--- src/rtl/bp_common_cfg_seq_pkg.sv ---
// Shared definitions for the configuration-bus sequencer and its helpers.
//   - BSG_SAFE_CLOG2 : clog2 that returns 1 for an argument of 1, so that
//                      single-element counters still get a real bit.
//   - BP_CFG_ENTRY_S : macro that declares the packed table entry type
//                      bp_cfg_entry_s {per_core, addr, data} for given field widths.
//   - bp_cfg_seq_state_e : sequencer FSM states.
//   - bp_cfg_broadcast_core_id_gp : broadcast core id (all ones). Slice it
//                      down to the core id width in use.
`ifndef BSG_SAFE_CLOG2
`define BSG_SAFE_CLOG2(x) (((x) == 1) ? 1 : $clog2(x))
`endif

`ifndef BP_CFG_ENTRY_S
`define BP_CFG_ENTRY_S(addr_width_mp, data_width_mp) typedef struct packed { logic per_core; logic [addr_width_mp-1:0] addr; logic [data_width_mp-1:0] data; } bp_cfg_entry_s
`endif

package bp_common_cfg_seq_pkg;

    typedef enum logic [2:0] {
        e_reset,
        e_send,
        e_drain,
        e_release,
        e_done
    } bp_cfg_seq_state_e;

    localparam logic [31:0] bp_cfg_broadcast_core_id_gp = '1;

endpackage

--- src/rtl/bp_cfg_seq_credit_counter.sv ---
// Up/down counter of unacknowledged config writes.
// Ports:
//   clk_i, reset_i : clock, synchronous active-high reset
//   inc_i          : a write was accepted this cycle
//   dec_i          : an acknowledge arrived this cycle
//   count_o        : writes currently outstanding
//   full_o         : count_o has reached max_p, no more writes may be issued
//   underflow_o    : an acknowledge arrived while nothing was outstanding
module bp_cfg_seq_credit_counter
#(
    parameter int max_p = 4,
    localparam int width_lp = `BSG_SAFE_CLOG2(max_p+1)
)
(
    input  logic                clk_i,
    input  logic                reset_i,
    input  logic                inc_i,
    input  logic                dec_i,
    output logic [width_lp-1:0] count_o,
    output logic                full_o,
    output logic                underflow_o
);

    localparam logic [width_lp-1:0] max_lp = width_lp'(max_p);

    logic [width_lp-1:0] count_q, count_d;
    logic                zero;

    assign zero        = (count_q == '0);
    assign full_o      = (count_q == max_lp);
    assign count_o     = count_q;
    // A stray acknowledge is reported but never allowed to wrap the count.
    assign underflow_o = dec_i & zero;

    // Simultaneous inc and dec cancel; inc at full and dec at zero are dropped.
    always_comb begin
        count_d = count_q;
        if (inc_i && !dec_i && !full_o) begin
            count_d = count_q + width_lp'(1);
        end else if (dec_i && !inc_i && !zero) begin
            count_d = count_q - width_lp'(1);
        end
    end

    always_ff @(posedge clk_i) begin
        if (reset_i) begin
            count_q <= '0;
        end else begin
            count_q <= count_d;
        end
    end

endmodule

--- src/rtl/bp_cfg_seq_loader.sv ---
// Configuration-bus sequencer. Walks a register-write table after reset (or
// on start_i once a pass has finished) and writes every entry to every core
// tile over a valid/ready channel, keeping at most max_outstanding_p writes
// unacknowledged. Cores stay frozen until every write has been acknowledged.
// Ports:
//   clk_i, reset_i      : clock, synchronous active-high reset
//   start_i             : starts another pass; only honoured when done
//   table_i             : num_reg_p entries {per_core, addr, data}, entry 0 in LSBs
//   cfg_v_o/cfg_ready_i : write handshake
//   cfg_core_o/addr/data: write destination core (all ones = broadcast), fields
//   cfg_ack_v_i         : one acknowledge per accepted write
//   freeze_o            : per-core freeze
//   busy_o, done_o      : pass in progress / pass finished and cores released
//   error_o             : sticky, acknowledge seen with nothing outstanding
module bp_cfg_seq_loader
    import bp_common_cfg_seq_pkg::*;
#(
    parameter int num_core_p        = 4,
    parameter int num_reg_p         = 8,
    parameter int cfg_addr_width_p  = 16,
    parameter int cfg_data_width_p  = 64,
    parameter int max_outstanding_p = 4,
    parameter int broadcast_p       = 0,
    localparam int core_id_width_lp = `BSG_SAFE_CLOG2(num_core_p)+1,
    localparam int entry_width_lp   = 1+cfg_addr_width_p+cfg_data_width_p
)
(
    input  logic                                clk_i,
    input  logic                                reset_i,
    input  logic                                start_i,
    input  logic [num_reg_p*entry_width_lp-1:0] table_i,
    output logic                                cfg_v_o,
    input  logic                                cfg_ready_i,
    output logic [core_id_width_lp-1:0]         cfg_core_o,
    output logic [cfg_addr_width_p-1:0]         cfg_addr_o,
    output logic [cfg_data_width_p-1:0]         cfg_data_o,
    input  logic                                cfg_ack_v_i,
    output logic [num_core_p-1:0]               freeze_o,
    output logic                                busy_o,
    output logic                                done_o,
    output logic                                error_o
);

    localparam int core_idx_width_lp = `BSG_SAFE_CLOG2(num_core_p);
    localparam int reg_idx_width_lp  = `BSG_SAFE_CLOG2(num_reg_p);
    localparam int credit_width_lp   = `BSG_SAFE_CLOG2(max_outstanding_p+1);

    localparam logic [reg_idx_width_lp-1:0]  last_reg_lp  = reg_idx_width_lp'(num_reg_p-1);
    localparam logic [core_idx_width_lp-1:0] last_core_lp = core_idx_width_lp'(num_core_p-1);
    localparam logic [core_id_width_lp-1:0]  bcast_id_lp  =
        bp_cfg_broadcast_core_id_gp[core_id_width_lp-1:0];

    `BP_CFG_ENTRY_S(cfg_addr_width_p, cfg_data_width_p);

    bp_cfg_seq_state_e              state_q, state_d;
    logic [reg_idx_width_lp-1:0]    reg_idx_q, reg_idx_d;
    logic [core_idx_width_lp-1:0]   core_idx_q, core_idx_d;
    logic [num_core_p-1:0]          freeze_q, freeze_d;
    logic                           error_q, error_d;

    bp_cfg_entry_s                  entry_li;
    logic [core_id_width_lp-1:0]    core_id_li;
    logic                           cfg_hs, ack_li, last_write;
    logic [credit_width_lp-1:0]     credit_count;
    logic                           credit_full, credit_underflow;

    assign entry_li   = table_i[reg_idx_q*entry_width_lp +: entry_width_lp];
    assign core_id_li = core_id_width_lp'(core_idx_q);
    assign cfg_hs     = cfg_v_o & cfg_ready_i;
    // Acks from a pass aborted by reset_i are dropped until e_reset is left.
    assign ack_li     = cfg_ack_v_i & (state_q != e_reset);
    assign last_write = (reg_idx_q == last_reg_lp) &&
                        ((broadcast_p != 0) || (core_idx_q == last_core_lp));

    bp_cfg_seq_credit_counter #(
        .max_p (max_outstanding_p)
    ) credit_counter (
        .clk_i       (clk_i),
        .reset_i     (reset_i),
        .inc_i       (cfg_hs),
        .dec_i       (ack_li),
        .count_o     (credit_count),
        .full_o      (credit_full),
        .underflow_o (credit_underflow)
    );

    always_ff @(posedge clk_i) begin
        if (reset_i) begin
            state_q    <= e_reset;
            reg_idx_q  <= '0;
            core_idx_q <= '0;
            freeze_q   <= '1;
            error_q    <= 1'b0;
        end else begin
            state_q    <= state_d;
            reg_idx_q  <= reg_idx_d;
            core_idx_q <= core_idx_d;
            freeze_q   <= freeze_d;
            error_q    <= error_d;
        end
    end

    // Register index is the inner loop and core index the outer one; in
    // broadcast mode the core index never moves.
    always_comb begin
        state_d    = state_q;
        reg_idx_d  = reg_idx_q;
        core_idx_d = core_idx_q;
        freeze_d   = freeze_q;
        error_d    = error_q | credit_underflow;
        case (state_q)
            e_reset: begin
                state_d = e_send;
            end
            e_send: begin
                if (cfg_hs) begin
                    if (last_write) begin
                        reg_idx_d  = '0;
                        core_idx_d = '0;
                        state_d    = e_drain;
                    end else if (reg_idx_q == last_reg_lp) begin
                        reg_idx_d  = '0;
                        core_idx_d = core_idx_q + core_idx_width_lp'(1);
                    end else begin
                        reg_idx_d  = reg_idx_q + reg_idx_width_lp'(1);
                    end
                end
            end
            e_drain: begin
                if (credit_count == '0) begin
                    state_d = e_release;
                end
            end
            e_release: begin
                freeze_d = '0;
                state_d  = e_done;
            end
            e_done: begin
                if (start_i) begin
                    freeze_d   = '1;
                    reg_idx_d  = '0;
                    core_idx_d = '0;
                    state_d    = e_send;
                end
            end
            default: begin
                state_d = e_reset;
            end
        endcase
    end

    // Fields depend only on registered indices, so they hold steady while
    // cfg_v_o waits for cfg_ready_i.
    always_comb begin
        cfg_v_o    = 1'b0;
        busy_o     = 1'b0;
        done_o     = 1'b0;
        cfg_core_o = (broadcast_p != 0) ? bcast_id_lp : core_id_li;
        cfg_addr_o = entry_li.addr;
        cfg_data_o = entry_li.data;
        if (entry_li.per_core && (broadcast_p == 0)) begin
            cfg_data_o[core_id_width_lp-1:0] = core_id_li;
        end
        case (state_q)
            e_send: begin
                cfg_v_o = ~credit_full;
                busy_o  = 1'b1;
            end
            e_drain, e_release: begin
                busy_o = 1'b1;
            end
            e_done: begin
                done_o = 1'b1;
            end
            default: begin
            end
        endcase
    end

    assign freeze_o = freeze_q;
    assign error_o  = error_q;

endmodule
--- config.mk ---
export PLATFORM = sky130hd
export DESIGN_NAME = bp_cfg_seq_loader
export DESIGN_NICKNAME = d
export VERILOG_FILES = /design/src/rtl/bp_common_cfg_seq_pkg.sv /design/src/rtl/bp_cfg_seq_credit_counter.sv /design/src/rtl/bp_cfg_seq_loader.sv
export SDC_FILE = /design/constraint.sdc
export NUM_CORES = 1
export LEC_CHECK = 0
export CORE_AREA = 2 2 287 289
export CTS_CLUSTER_DIAMETER = 120
export DETAILED_ROUTE_END_ITERATION = 8
export DIE_AREA = 0 0 289 291
export PLACE_DENSITY = 0.37
export SLEW_MARGIN = 20
export SYNTH_ARGS = -nofsm -noshare
export SYNTH_HDL_FRONTEND = slang
export SYNTH_HIERARCHICAL = 1
export SYNTH_SLANG_ARGS = --single-unit
--- constraint.sdc ---
create_clock -name clk_i -period 3.6 [get_ports clk_i]
set_input_delay 0.72 -clock clk_i [delete_from_list [all_inputs] [get_ports clk_i]]
set_output_delay 0.72 -clock clk_i [all_outputs]
set_load 0.02 [all_outputs]
# [After elaboration in Yosys (flattened, before gate mapping)]
# Cells that the tools add are included.
[totals] ff_bits=16 latchBits=0 ram_bits=0 mem_bits_ro=0 elab_cells=72 n_memories=0
[op_classes] add_sub_neg=4 multipliers=1 n_div=0 n_lt_le_gt_ge=0 eq_ne=12 n_shift=1 n_mux=23 bitwise=5 reduce_logical=20
[op_table] operator="variable part select 648 x 11 -> 81 bit" count=1
[op_table] operator="two-way mux 3 bit" count=11
[op_table] operator="case mux 3 bit (5 select lines)" count=1
[op_table] operator="multiplier 3 x 7 -> 10 bit (second input constant)" count=1
[op_table] operator="== test 3 bit (second input constant)" count=3
[op_table] operator="two-way mux 2 bit" count=4
[op_table] operator="case mux 4 bit (2 select lines)" count=1
[op_table] operator="AND reduction 4 bit" count=2
[op_table] operator="adder 3 x 1 -> 3 bit (second input constant)" count=2
[op_table] operator="== test 3 x 2 -> 1 bit (second input constant)" count=2
[op_table] operator="zero test 3 bit" count=2
[op_table] operator="case mux 3 bit (2 select lines)" count=1
[op_table] operator="nonzero test 2 bit" count=3
[op_table] operator="logical AND 1 bit" count=5
[op_table] operator="zero test 1 bit" count=4
[op_table] operator="two-way mux 4 bit" count=1
[op_table] operator="!= test 2 x 1 -> 1 bit (second input constant)" count=2
[op_table] operator="!= test 2 bit (second input constant)" count=2
[op_table] operator="case mux 2 bit (2 select lines)" count=1
[op_table] operator="bitwise AND 1 bit" count=3
[op_table] operator="== test 3 x 1 -> 1 bit (second input constant)" count=1
[op_table] operator="two-way mux 1 bit" count=3
[op_table] operator="!= test 3 bit (second input constant)" count=1
[op_table] operator="AND reduction 3 bit" count=1
[op_table] operator="other kinds (8)" count=8

# [Longest topological paths before layout]
[depth] depth_word=9 depth_mapped=9 ltp_nobuf=9

# [Hierarchy]
# Netlist, hierarchy kept.
[by_module_without_submodules] mod="bp_cfg_seq_loader" n_inst=1 cells_each=365 area_per_inst_um2=5461.5 seq_area_each_um2=200.2
[by_module_without_submodules] mod="bp_cfg_seq_credit_counter" n_inst=1 cells_each=23 area_per_inst_um2=222.7 seq_area_each_um2=60.1

# [Worst setup path before layout]
# OpenSTA, ideal clock, no wires.
[synth_path] kind="register to register" start="register state_q[0]" end="register credit_counter.count_q[2] (netlist: credit_counter/count_o[2])" arrival_time_ps=2598 t_required_ps=3497 setup_slack_ps=899 stages_incl_launch_ff=8 n_path_buf=0 cell_sequence="dfxtp_1 > or3b_2 > nor2_1 > or3b_2 > fa_1 > and3b_1 > and3_4 > a2111oi_2"
[synth_via] elab_chain_len=7
[synth_lines] element="start, declared" line_no="bp_cfg_seq_loader.sv:55" rtl="bp_cfg_seq_state_e state_q, state_d;"
[synth_lines] element="start signal, assigned" line_no="bp_cfg_seq_loader.sv:89" rtl="state_q <= e_reset;"
[synth_lines] element="start signal, assigned" line_no="bp_cfg_seq_loader.sv:95" rtl="state_q <= state_d;"
[synth_lines] element="== test 3 x 1 -> 1 bit (*)" line_no="bp_cfg_seq_loader.sv:164" rtl="case (state_q)"
[synth_lines] element="two-way mux 1 bit (*)" line_no="bp_cfg_seq_loader.sv:164"
[synth_lines] element="bitwise AND 1 bit (*)" line_no="bp_cfg_seq_loader.sv:69" rtl="assign cfg_hs = cfg_v_o & cfg_ready_i;"
[synth_lines] element="net cfg_hs" line_no="bp_cfg_seq_loader.sv:63" rtl="logic cfg_hs, ack_li, last_write;"
[synth_lines] element="zero test 1 bit" line_no="bp_cfg_seq_credit_counter.sv:40" rtl="end else if (dec_i && !inc_i && !zero) begin"
[synth_lines] element="logical AND 1 bit (2 in series)" line_no="bp_cfg_seq_credit_counter.sv:40"
[synth_lines] element="nonzero test 2 bit (no source line)"
[synth_lines] element="end signal, assigned" line_no="bp_cfg_seq_credit_counter.sv:49" rtl="count_q <= count_d;"
[synth_lines] element="end, declared" line_no="bp_cfg_seq_credit_counter.sv:26" rtl="logic [width_lp-1:0] count_q, count_d;"
# The timed path passes the listed nets; every way through them passes the cells marked *.
# A chain may end at the register's enable or synchronous reset.

# [Worst setup path in the final report]
[layout_path] start="register reg_idx_q[0]" end="output port cfg_data_o[56]"
[layout_via] elab_chain_len=2
[layout_lines] element="start, declared" line_no="bp_cfg_seq_loader.sv:56" rtl="logic [reg_idx_width_lp-1:0] reg_idx_q, reg_idx_d;"
[layout_lines] element="start signal, assigned" line_no="bp_cfg_seq_loader.sv:96" rtl="reg_idx_q <= reg_idx_d;"
[layout_lines] element="multiplier 3 x 7 -> 10 bit" line_no="bp_cfg_seq_loader.sv:67" rtl="assign entry_li = table_i[reg_idx_q*entry_width_lp +: entry_width_lp];"
[layout_lines] element="variable part select 648 x 11 -> 81 bit" line_no="bp_cfg_seq_loader.sv:67"
[layout_lines] element="end, declared" line_no="bp_cfg_seq_loader.sv:36" rtl="output logic [cfg_data_width_p-1:0] cfg_data_o,"
# No other way between the ends.

==> run metrics <==
hold_ws=0.4910 ns; syn nets=1045; die height=291 µm; P_leak=0.004664 µW; total power=2185 µW; layout cell share with drive strength beyond 1=0.2658; Starting Density=0.07001; Multi-input gate area=5115 µm²; post-synthesis cell area=5684 µm²; Worst-Skew Late Latency=0.24 ns; Layout Utilization=0.1814; vias=7302; number of flops mapped to enable cells by yosys=0; Worst Hold Class=flip-flop to flip-flop; cell taking the most area after synthesis=mux4_2; total global routing overflow=0; dpl hpwl=44150 µm; synthesis-stage register bit count=13; global-route wire length before repair=63910 µm; drt first pass iters=4; PwrDens=148.3 nW/µm²; Commonest cells post-synth=mux4_2 (162), mux2_2 (78), clkbuf_1 (20); largest net degree at the start of global routing=49; critical path peak fanout=16; MaxCap Viol Count=0; TNS Setup=0 ns; Clock Sink Count=13; Area growth syn-to-layout=159.1%; Slew headroom=0.5792; DRT iter0 DRCs=262; CTS root buf=clkbuf_16; core area=81190 µm²; syn avg cell area=14.65 µm²; min Tclk post-route=3.444 ns; Port Buffers=742; DIE AREA=84100 µm²; Main synth FF type=dfxtp_1; number of global-route vias before repair=8265; Synth warnings=6; hold wc startpoint=error_o; Reg-to-Reg Start=credit_counter/count_o[0]; Synth async-reset ratio=0; worst-margin pin slew=0.6292 ns; FILL cells=8936; antenna viol nets, final=0; count leader, synth=mux4_2; Clk pin slew, worst setup/hold paths=0.05 ns; max-slew violation count=0; f_max=290.4 MHz; Setup Skew=0.002474 ns; IO Pins=744; Inserted Clock Buffers=3; post-synthesis cell count=388; DIE WIDTH=289 µm; DR WL/cell=22.13 µm; Critical Path AT=2.72 ns; Worst Setup End Kind=output port; sequential-to-total area share from yosys stat=0.04578; Reg area=271.5 µm²; gp weighted congestion=0.8844; worst path required time=2.88 ns; RSZ-0062 raised after global routing=false; outcome=completed; fin crit share=0.9566; Max clock buf depth=2; CTS tree=built; crit path launch=reg_idx_q[0]; final WL=48650 µm; gr usage total=0.1075; critical path class=flip-flop to output port; nets@finish=1779; Final Hold Viols=0; CTS H-tree lvls=1; residual DRC count=0; num rows=105; Final setup viols=0; peak supply drop=0.1259 mV; top cells by area, synth=mux4_2 (64%), mux2_2 (15%), dfxtp_1 (4.6%); Yosys top cell area share=0.6419; Vias/cell=3.322; Synth cell types=49; CP startpoint kind=flip-flop; initial antenna violation count=22
metal layers:
layer / up-vias / wire [µm] / global-route usage
met5: - / 92 / 0
met4: 14 / 677 / 0.01320
met3: 33 / 5515 / 0.04585
met2: 445 / 24430 / 0.1975
met1: 3575 / 17940 / 0.1162
li1: 3235 / - / -
metrics by stage:
stage	instance area [µm²]	worst slack [ns]	instances
after floorplan	5684	0.8989	388
after global placement	14630	0.007863	2187
after detailed placement	14630	0.01893	2187
after CTS	14700	0.01429	2191
after global routing	14720	0.02385	2194
final	14730	0.1562	2198
where the power goes:
group / switching, µW / total (µW) / leakage, µW / internal, µW
registers: 22.7 / 174 / 0.000108 / 151
clock network: 65.3 / 215 / 0.0000382 / 150
logic: 564 / 1800 / 0.00452 / 1230
layout make-up:
cell class | count | share of cell area
Clock buffer | 4 | 0.005353
Sequential cell | 13 | 0.01844
Antenna cell | 7 | 0.001189
Timing Repair Buffer | 782 | 0.5358
Multi-Input combinational cell | 318 | 0.3473
Inverter | 4 | 0.001020
Tap cell | 1070 | 0.09091
registers in the layout, indices dropped and copies added, names as in the netlist:
name	flops
reg_idx_q	3
credit_counter/count_o	3
state_q	3
freeze_o	1
core_idx_q	2
error_o	1
logic make-up after synthesis:
logic type / synth area share
compound gates: 0.02994
xor+xnor: 0.003082
fa+ha+maj: 0.01013
buf+inv: 0.05437
flops: 0.04578
mux: 0.8087
other cells: 0.0006597
simple gates: 0.04733
critical path, cell delays in order, from the launching register on:
cell	delay [ns]
dfxtp_4	0.59
buf_12	0.23
buf_4	0.24
mux4_2	0.55
mux2_2	0.27
clkdlybuf4s50_1	0.54
what timing repair did:
item,4_1_cts,5_1_grt
buffers inserted,0,0
resized for setup,0,2
hold endpoints to repair,0,0
hold buffers,0,0
setup endpoints to repair,0,2
path summary, 6_finish.rpt:
kind,cells past startpoint,to,slack (ns)
max reg2reg,10,credit_counter/count_o[2],0.63
min,2,error_o,0.49
min reg2reg,2,error_o,0.49
max,5,cfg_data_o[56],0.16
cell usage in the layout, fill, tap and decap left out, types with 4 or more instances in the layout:
cell type,count
a21oi_1,5
buf_12,13
buf_4,29
clkdlybuf4s50_1,738
dfxtp_1,10
diode_2,7
inv_1,4
mux2_2,78
mux2_4,4
mux4_2,162
nor2_1,10
(Power assumes the default switching activity.)
